**src/rtl/hazard3_timer_apb_arbiter.sv**
```systemverilog
// Two-hart round-robin APB arbiter in front of the machine-timer slave port.
// Each forwarded transfer carries the granted hart ID and PC; idle gaps separate transfers.
module hazard3_timer_apb_arbiter #(
    parameter int W_DATA  = 32,
    parameter int W_ADDR  = 32,
    parameter int TIMEOUT = 16
) (
    input  logic                clk,
    input  logic                rst_n,
    input  logic [31:0]         s_paddr,
    input  logic [1:0]          s_psel,
    input  logic [1:0]          s_penable,
    input  logic [1:0]          s_pwrite,
    input  logic [63:0]         s_pwdata,
    input  logic [2*W_ADDR-1:0] s_pc,
    output logic [63:0]         s_prdata,
    output logic [1:0]          s_pready,
    output logic [1:0]          s_pslverr,
    output logic [15:0]         m_paddr,
    output logic                m_psel,
    output logic                m_penable,
    output logic                m_pwrite,
    output logic [31:0]         m_pwdata,
    output logic [W_DATA-1:0]   m_phartid,
    output logic [W_ADDR-1:0]   m_pd_pc,
    input  logic [31:0]         m_prdata,
    input  logic                m_pready,
    input  logic                m_pslverr
);

    typedef enum logic [1:0] {
        ST_IDLE     = 2'd0,
        ST_SETUP    = 2'd1,
        ST_ACCESS   = 2'd2,
        ST_COMPLETE = 2'd3
    } state_t;

    localparam logic [7:0] TO_LAST = 8'(TIMEOUT - 1);

    state_t              state_r, state_s;
    logic                grant_r, grant_s, last_r, last_s, req_grant_s;
    logic [7:0]          cnt_r, cnt_s;
    logic [15:0]         paddr_r, paddr_s, req_addr_s;
    logic                pwrite_r, pwrite_s, psel_r, psel_s, penable_r, penable_s;
    logic [31:0]         pwdata_r, pwdata_s;
    logic [W_ADDR-1:0]   pc_r, pc_s;
    logic [63:0]         prdata_r, prdata_s;
    logic [1:0]          pready_r, pready_s, pslverr_r, pslverr_s;
    logic                unused_s;

    // Both pending: the hart that did not win last time; otherwise the only requester.
    function automatic logic pick_grant(input logic [1:0] req, input logic last);
        logic g;
        if (req == 2'b11) begin
            g = ~last;
        end else begin
            g = req[1];
        end
        return g;
    endfunction

    function automatic logic [63:0] merge_rdata(input logic [63:0] old, input logic idx,
                                                input logic [31:0] val);
        logic [63:0] r;
        if (idx) begin
            r = {val, old[31:0]};
        end else begin
            r = {old[63:32], val};
        end
        return r;
    endfunction

    assign unused_s   = ^s_penable;
    assign req_grant_s = pick_grant(s_psel, last_r);
    assign req_addr_s  = req_grant_s ? s_paddr[31:16] : s_paddr[15:0];

    // Next-state and next-output computation; outputs are registered from these values.
    always_comb begin
        state_s   = state_r;
        grant_s   = grant_r;
        last_s    = last_r;
        cnt_s     = cnt_r;
        paddr_s   = paddr_r;
        pwrite_s  = pwrite_r;
        pwdata_s  = pwdata_r;
        pc_s      = pc_r;
        prdata_s  = prdata_r;
        pready_s  = 2'b00;
        pslverr_s = 2'b00;
        psel_s    = 1'b0;
        penable_s = 1'b0;
        case (state_r)
            ST_IDLE: begin
                if (s_psel != 2'b00) begin
                    grant_s  = req_grant_s;
                    last_s   = req_grant_s;
                    paddr_s  = req_addr_s;
                    pwrite_s = s_pwrite[req_grant_s];
                    pwdata_s = req_grant_s ? s_pwdata[63:32] : s_pwdata[31:0];
                    pc_s     = req_grant_s ? s_pc[2*W_ADDR-1:W_ADDR] : s_pc[W_ADDR-1:0];
                    // Misaligned requests are answered locally and never reach the timer.
                    if (req_addr_s[1:0] != 2'b00) begin
                        state_s                = ST_COMPLETE;
                        pready_s[req_grant_s]  = 1'b1;
                        pslverr_s[req_grant_s] = 1'b1;
                        prdata_s               = merge_rdata(prdata_r, req_grant_s, 32'd0);
                    end else begin
                        state_s = ST_SETUP;
                        psel_s  = 1'b1;
                    end
                end else begin
                    state_s = ST_IDLE;
                end
            end
            ST_SETUP: begin
                state_s   = ST_ACCESS;
                cnt_s     = 8'd0;
                psel_s    = 1'b1;
                penable_s = 1'b1;
            end
            ST_ACCESS: begin
                if (m_pready) begin
                    state_s            = ST_COMPLETE;
                    pready_s[grant_r]  = 1'b1;
                    pslverr_s[grant_r] = m_pslverr;
                    prdata_s           = merge_rdata(prdata_r, grant_r, m_prdata);
                end else if (cnt_r == TO_LAST) begin
                    state_s            = ST_COMPLETE;
                    pready_s[grant_r]  = 1'b1;
                    pslverr_s[grant_r] = 1'b1;
                    prdata_s           = merge_rdata(prdata_r, grant_r, 32'd0);
                end else begin
                    cnt_s     = cnt_r + 8'd1;
                    psel_s    = 1'b1;
                    penable_s = 1'b1;
                end
            end
            ST_COMPLETE: begin
                state_s = ST_IDLE;
            end
            default: begin
                state_s = ST_IDLE;
            end
        endcase
    end

    // State and output registers; hart 0 wins the first contended grant after reset.
    always_ff @(posedge clk or negedge rst_n) begin
        if (!rst_n) begin
            state_r   <= ST_IDLE;
            grant_r   <= 1'b0;
            last_r    <= 1'b1;
            cnt_r     <= 8'd0;
            paddr_r   <= 16'd0;
            pwrite_r  <= 1'b0;
            pwdata_r  <= 32'd0;
            pc_r      <= '0;
            prdata_r  <= 64'd0;
            pready_r  <= 2'b00;
            pslverr_r <= 2'b00;
            psel_r    <= 1'b0;
            penable_r <= 1'b0;
        end else begin
            state_r   <= state_s;
            grant_r   <= grant_s;
            last_r    <= last_s;
            cnt_r     <= cnt_s;
            paddr_r   <= paddr_s;
            pwrite_r  <= pwrite_s;
            pwdata_r  <= pwdata_s;
            pc_r      <= pc_s;
            prdata_r  <= prdata_s;
            pready_r  <= pready_s;
            pslverr_r <= pslverr_s;
            psel_r    <= psel_s;
            penable_r <= penable_s;
        end
    end

    assign s_prdata  = prdata_r;
    assign s_pready  = pready_r;
    assign s_pslverr = pslverr_r;
    assign m_paddr   = paddr_r;
    assign m_psel    = psel_r;
    assign m_penable = penable_r;
    assign m_pwrite  = pwrite_r;
    assign m_pwdata  = pwdata_r;
    assign m_phartid = {{(W_DATA-1){1'b0}}, grant_r};
    assign m_pd_pc   = pc_r;

endmodule

```
**config.mk**
```make
export PLATFORM = sky130hd
export DESIGN_NAME = hazard3_timer_apb_arbiter
export DESIGN_NICKNAME = d
export VERILOG_FILES = /design/src/rtl/hazard3_timer_apb_arbiter.sv
export SDC_FILE = /design/constraint.sdc
export NUM_CORES = 1
export LEC_CHECK = 0
export ABC_CLOCK_PERIOD_IN_PS = 4650
export BUFFER_PORTS_ARGS = -buffer_cell sky130_fd_sc_hd__buf_2
export CORE_AREA = 3 3 150 152
export CTS_BUF_LIST = sky130_fd_sc_hd__clkbuf_2
export CTS_CLUSTER_DIAMETER = 150
export CTS_CLUSTER_SIZE = 40
export DETAILED_ROUTE_END_ITERATION = 6
export DIE_AREA = 0 0 153 155
export MAX_ROUTING_LAYER = met4
export PLACE_DENSITY = 0.73
export SYNTH_ARGS = -nofsm -noshare
export SYNTH_HDL_FRONTEND = slang
export SYNTH_SLANG_ARGS = --single-unit
```
**constraint.sdc**
```tcl
create_clock -name clk -period 4.65 [get_ports clk]
set_clock_uncertainty 0.2 [all_clocks]
set_input_delay 0.6975 -clock clk [delete_from_list [all_inputs] [get_ports clk]]
set_output_delay 0.6975 -clock clk [all_outputs]
set_load 0.01 [all_outputs]
```
==> results.json, run 1 <==
{
  "status": "complete, no violations",
  "core_area_sq_mm": 0.0212,
  "p_leak_nw": 5.90,
  "dpl.hpwl_mm": 15.6,
  "finalHoldViolations": 0,
  "yosysSeqAreaShare": 0.539,
  "yosysWarnings": 0,
  "total_power_mw": 5.99,
  "syn_inst": 677,
  "drc_errors": 0,
  "critPathSlowestCell": "buf_4",
  "max_freq_mhz": 290,
  "worstSetupPathType": "in2reg",
  "yosys_most_used_dff": "dfrtp_1",
  "gr-total-overflow": 0,
  "crit_family": "buffers and inverters",
  "ys_types": 46,
  "crit_path_start_kind": "input port",
  "area_growth_pct": 46.8,
  "relSlewSlack": 0.317,
  "die_h_um": 155,
  "min_from": "s_paddr[11]",
  "clk_path_buf_depth": 2,
  "whs_ns": 0.0905,
  "worstReg2RegEnd": "m_paddr[7]",
  "reg2reg_slack_ns": 1.50,
  "cts_tree": "built",
  "rows": 53,
  "grt_pass1_wl_mm": 37.4,
  "worst_pin_slew_ns": 1.02,
  "required_ns": 5.01,
  "start_util": 0.358,
  "antenna_found_initial": 1,
  "cts_resized": 0,
  "synth_edf_count": 0,
  "drt-total-wl_mm": 23.6,
  "dieWidth_um": 153,
  "syn_area_sq_mm": 0.00756,
  "path_cells": "dlygate4sd3_1 -> buf_2 -> a21boi_4 -> buf_4 -> buf_4 -> mux2i_1 -> dlygate4sd3_1 -> o21ai_0",
  "cts_setup_buffers": 0,
  "reg2reg_depth": 6,
  "clock_latency_ns": 0.70,
  "maxCapViolCount": 0,
  "ir_drop_mv": 0.268,
  "finalWorstSetupSlack_ns": 1.20,
  "finalCritPeriodShare": 0.742,
  "syn_avg_cell_area_sq_um": 11.2,
  "hp-class": "in2reg",
  "clock-root-buffer": "clkbuf_2",
  "dp_slack_ns": 1.26,
  "synth_top_area_frac": 0.536,
  "drt.antenna.violating_nets": 0,
  "yosysTopAreaCell": "dfrtp_1",
  "cts_buffers": 17,
  "cp.arrival_ns": 3.81,
  "utilization": 0.525,
  "clk_pin_slew_worst_paths_ns": 0.27,
  "p_per_area_mw_per_mm2": 539,
  "io_buffer_count": 351,
  "ys_top_cells_by_area": "dfrtp_1 54%, mux2i_1 11%, o21ai_0 5.8%, mux2_2 5.4%, nand2_1 4.8%",
  "layout.nets": 1353,
  "htreeDepth": 4,
  "slew_viol_final": 0,
  "setup_tns_ns": 0,
  "drtIter0Drc": 313,
  "grt_usage": 0.201,
  "io_pins": 385,
  "dieArea_sq_mm": 0.0237,
  "cp_max_fo": 59,
  "rsz0062_at_grt": "false",
  "grt_max_degree": 105,
  "rr_startpoint": "last_r",
  "drive_gt1_frac": 0.378,
  "via_per_inst": 4.81,
  "min_to": "m_paddr[11]",
  "drtPass1Iterations": 4,
  "wl_per_cell_um": 16.4,
  "grt_pass1_vias": 7175,
  "synth_seq_cells": 163,
  "slowest_delay_ns": 0.82,
  "place_congestion": 0.813,
  "hold_depth": 3,
  "clock-sinks": 163,
  "crit_path_end_kind": "register",
  "vias": 6901,
  "hold_buffers": 138,
  "crit_buf_inv": 5,
  "setup_viol": 0,
  "synth_async_sr_flop_share": 1.00,
  "post-route-min-period_ns": 3.45
}
[logic make-up after synthesis]
| kind of cell | synth area share |
|---|---|
| buffers and inverters | 0.0632 |
| multiplexers | 0.169 |
| flip-flops | 0.539 |
| adder cells (fa/ha/maj) | 0.00992 |
| XOR/XNOR | 0.00579 |
| other | 0.000496 |
| AND/OR/NAND/NOR | 0.0994 |
| AO/OA/AOI/OAI | 0.113 |
[worst register-to-register path: cells and delay by family (launching register included)]
family / cells / cell delay (ns)
AO/OA/AOI/OAI: 2 / 0.22
buffers and inverters: 3 / 1.83
flip-flops: 1 / 0.45
multiplexers: 1 / 0.36
[final cells by class]
type	count	area, sq um
fillers	1854	10100
flip-flops and latches	163	4080
repair buffers	499	3240
multi-input cells	460	3140
well taps	275	344
clock inverters	15	194
clock buffers	17	85.1
inverters	4	15.0
diodes	1	2.50
[flip-flops by register name (all words and copies together) (netlist names)]
register	flops
s_prdata	64
m_pd_pc	32
m_pwdata	32
m_paddr	16
cnt_r	8
s_pready	2
s_pslverr	2
state_r	2
grant_r	1
last_r	1
m_penable	1
m_psel	1
m_pwrite	1
[cells in the final DEF, fill, tap and decap left out, drive strengths merged, types with 4 or more instances in the layout]
cell,n
buf,361
dfrtp,162
dlygate4sd3,138
nand2,97
o21ai,88
mux2i,82
mux2,40
conb,31
and3,27
a32o,26
nor2,17
clkbuf,17
inv,12
clkinv,7
nor3,6
ha,6
nand3,5
a21oi,4
[worst max path at each step]
stage	slack, ns	end	from	depth (start not counted)
after detailed placement	1.26	s_prdata[26]	s_psel[1]	7
after CTS	1.34	m_paddr[13]	s_psel[0]	8
final	1.20	m_paddr[7]	s_psel[0]	8
after global routing	1.11	m_paddr[7]	s_psel[0]	8
after global placement	1.31	s_prdata[14]	s_psel[1]	7
after floorplan	2.05	s_prdata[21]	s_psel[1]	5
[layer usage]
metal  vias up  share of wire  global-route usage
met5         -              0                   -
met4         0          0.034              0.0802
met3        52          0.059              0.0442
met2       281           0.52               0.347
met1      3314           0.39               0.230
li1       3254              -                   -
[metrics by stage]
step	std cells	cell area, sq um
after detailed placement	1263	9440
after floorplan	707	7680
after global placement	1263	9440
final	1434	11100
after global routing	1434	11100
after CTS	1433	11100
[cell usage after synthesis (4+ instances only)]
library cell  instances
a32o_1               26
and3_1               27
buf_2                10
buf_4                32
buf_6                 4
clkbuf_1             32
dfrtp_1             162
ha_1                  6
inv_1                 4
mux2_2               36
mux2i_1              82
nand2_1              97
nand3_1               5
nor2_1               17
nor3_1                6
o21ai_0              88
[report_power, final]
part,total [mW],switching [mW],internal [mW]
combinational,2.79,1.57,1.22
clock,0.826,0.626,0.200
sequential,2.37,0.346,2.03
(Power assumes the default switching activity.)
==> inputs of run 2 (changes only) <==
==> config.mk (replaced) <==
export PLATFORM = sky130hd
export DESIGN_NAME = hazard3_timer_apb_arbiter
export DESIGN_NICKNAME = d
export VERILOG_FILES = /design/src/rtl/hazard3_timer_apb_arbiter.sv
export SDC_FILE = /design/constraint.sdc
export NUM_CORES = 1
export LEC_CHECK = 0
export ABC_CLOCK_PERIOD_IN_PS = 3100
export BUFFER_PORTS_ARGS = -buffer_cell sky130_fd_sc_hd__buf_2
export CORE_AREA = 3 3 149 151
export CTS_BUF_LIST = sky130_fd_sc_hd__clkbuf_2
export CTS_CLUSTER_DIAMETER = 150
export CTS_CLUSTER_SIZE = 40
export DETAILED_ROUTE_END_ITERATION = 6
export DIE_AREA = 0 0 152 154
export MAX_ROUTING_LAYER = met4
export PLACE_DENSITY = 0.76
export SYNTH_ARGS = -nofsm -noshare
export SYNTH_HDL_FRONTEND = slang
export SYNTH_SLANG_ARGS = --single-unit
==> constraint.sdc (replaced) <==
create_clock -name clk -period 3.1 [get_ports clk]
set_clock_uncertainty 0.2 [all_clocks]
set_input_delay 0.465 -clock clk [delete_from_list [all_inputs] [get_ports clk]]
set_output_delay 0.465 -clock clk [all_outputs]
set_load 0.01 [all_outputs]
==> results.json, run 2 (synthesized netlist as in run 1, its figures left out) <==
{
  "dp_cells": 1271,
  "slew_viol_final": 0,
  "seqPwrFrac": 0.382,
  "final_cells": 1510,
  "drc_errors": 0,
  "max_freq_mhz": 348,
  "place_area_sq_mm": 0.00953,
  "min_from": "s_paddr[16]",
  "whs_ns": 0.188,
  "reg2reg_slack_ns": 0.23,
  "p_comb_frac": 0.487,
  "antenna_found_initial": 2,
  "cp.arrival_ns": 3.35,
  "clk_pin_slew_worst_paths_ns": 0.29,
  "worstSetupPathType": "reg2reg",
  "gr-total-overflow": 0,
  "drtPass1Iterations": 7,
  "dpl.hpwl_mm": 16.0,
  "crit_path_start_kind": "register",
  "core_area_sq_mm": 0.0210,
  "required_ns": 3.58,
  "io_pins": 385,
  "clock_latency_ns": 0.70,
  "power_switching_mw": 4.03,
  "setup_viol": 0,
  "p_leak_nw": 6.23,
  "rows": 53,
  "vias": 7514,
  "final_common_cell": "buf_2",
  "setup_tns_ns": 0,
  "multiInputGateArea_sq_mm": 0.00314,
  "via_per_inst": 4.98,
  "cp-startpoint": "cnt_r[4]",
  "worst_pin_slew_ns": 1.26,
  "clock-root-buffer": "clkbuf_2",
  "finalHoldViolations": 0,
  "htreeDepth": 4,
  "drt.antenna.violating_nets": 0,
  "rsz0062_at_grt": "false",
  "relSlewSlack": 0.159,
  "largest_register_ffs": 64,
  "post-route-min-period_ns": 2.87,
  "clock-sinks": 163,
  "dieArea_sq_mm": 0.0234,
  "maxCapViolCount": 0,
  "nFillCells": 1700,
  "layout_common_cells": "350 x buf_2, 204 x dlygate4sd3_1, 162 x dfrtp_1, 97 x nand2_1, 87 x o21ai_0",
  "clkPwrFrac": 0.131,
  "rr_startpoint": "cnt_r[4]",
  "clk_path_buf_depth": 2,
  "layout.nets": 1428,
  "crit_path_end_kind": "register",
  "drive_gt1_frac": 0.363,
  "ir_drop_mv": 0.564,
  "finalInstanceArea_sq_mm": 0.0119,
  "dieWidth_um": 152,
  "cts_resized": 0,
  "cts_buffers": 17,
  "hp-class": "in2reg",
  "grt_pass1_wl_mm": 41.9,
  "status": "complete, no violations",
  "utilization": 0.566,
  "grt_pass1_vias": 8007,
  "cp_max_fo": 26,
  "drtIter0Drc": 489,
  "area_growth_pct": 56.8,
  "seqCellArea_sq_mm": 0.00408,
  "io_buffer_count": 351,
  "grt_usage": 0.229,
  "p_per_area_mw_per_mm2": 791,
  "place_congestion": 0.869,
  "p_int_mw": 5.35,
  "grt_max_degree": 86,
  "start_util": 0.361,
  "die_h_um": 154,
  "swShare": 0.429,
  "drt-total-wl_mm": 27.1,
  "finalCritPeriodShare": 0.927,
  "wl_per_cell_um": 17.9,
  "cts_tree": "built"
}
## run 2: worst max-delay path, stage by stage, from the launching register on
cell      delay (ns)
dfrtp_1         0.48
nor4_2          0.50
a21oi_2         0.27
a211oi_4        1.05
a32o_1          0.31
## run 2: worst paths after layout
check                                to  depth (start not counted)
max                        s_prdata[54]                          4
min                              m_psel                          5
max reg2reg                s_prdata[54]                          4
min reg2reg                  m_paddr[0]                          2
max in group asynchronous        last_r                          4
min in group asynchronous   m_paddr[12]                          3
## run 2: power groups by stage
stage	sequential [mW]	combinational (mW)	clock [mW]
floorplan	3.96	2.00	0
global placement	3.53	4.00	0
detailed placement	3.58	4.11	0
CTS	3.54	4.46	1.26
global route	3.68	4.93	1.36
finish	3.58	4.57	1.23
## run 2: cell type report
| cell class | instances | area share |
|---|---|---|
| Sequential cell | 163 | 0.344 |
| Timing Repair Buffer | 574 | 0.338 |
| Multi-Input combinational cell | 460 | 0.265 |
| Tap cell | 275 | 0.0290 |
| Clock inverter | 15 | 0.0153 |
| Clock buffer | 17 | 0.00717 |
| Inverter | 4 | 0.00127 |
| Antenna cell | 2 | 0.000422 |
## run 2: per-stage QoR
| stage | setup WS, ns | total power [mW] |
|---|---|---|
| detailed placement | 0.259 | 7.69 |
| global route | 0.0737 | 9.98 |
| floorplan | 0.677 | 5.96 |
| CTS | 0.269 | 9.25 |
| finish | 0.228 | 9.38 |
| global placement | 0.360 | 7.54 |
## run 2: timing repair
action	in CTS	in global routing
hold endpoints to repair	315	0
setup buffers	0	0
hold buffers	205	0
## run 2: per-layer routing
| metal | GRT usage | up-vias | wire (um) |
|---|---|---|---|
| met5 | - | - | 0 |
| met4 | 0.0706 | 0 | 779 |
| met2 | 0.406 | 398 | 14200 |
| met1 | 0.257 | 3630 | 10300 |
| li1 | - | 3412 | - |
| met3 | 0.0524 | 74 | 1780 |
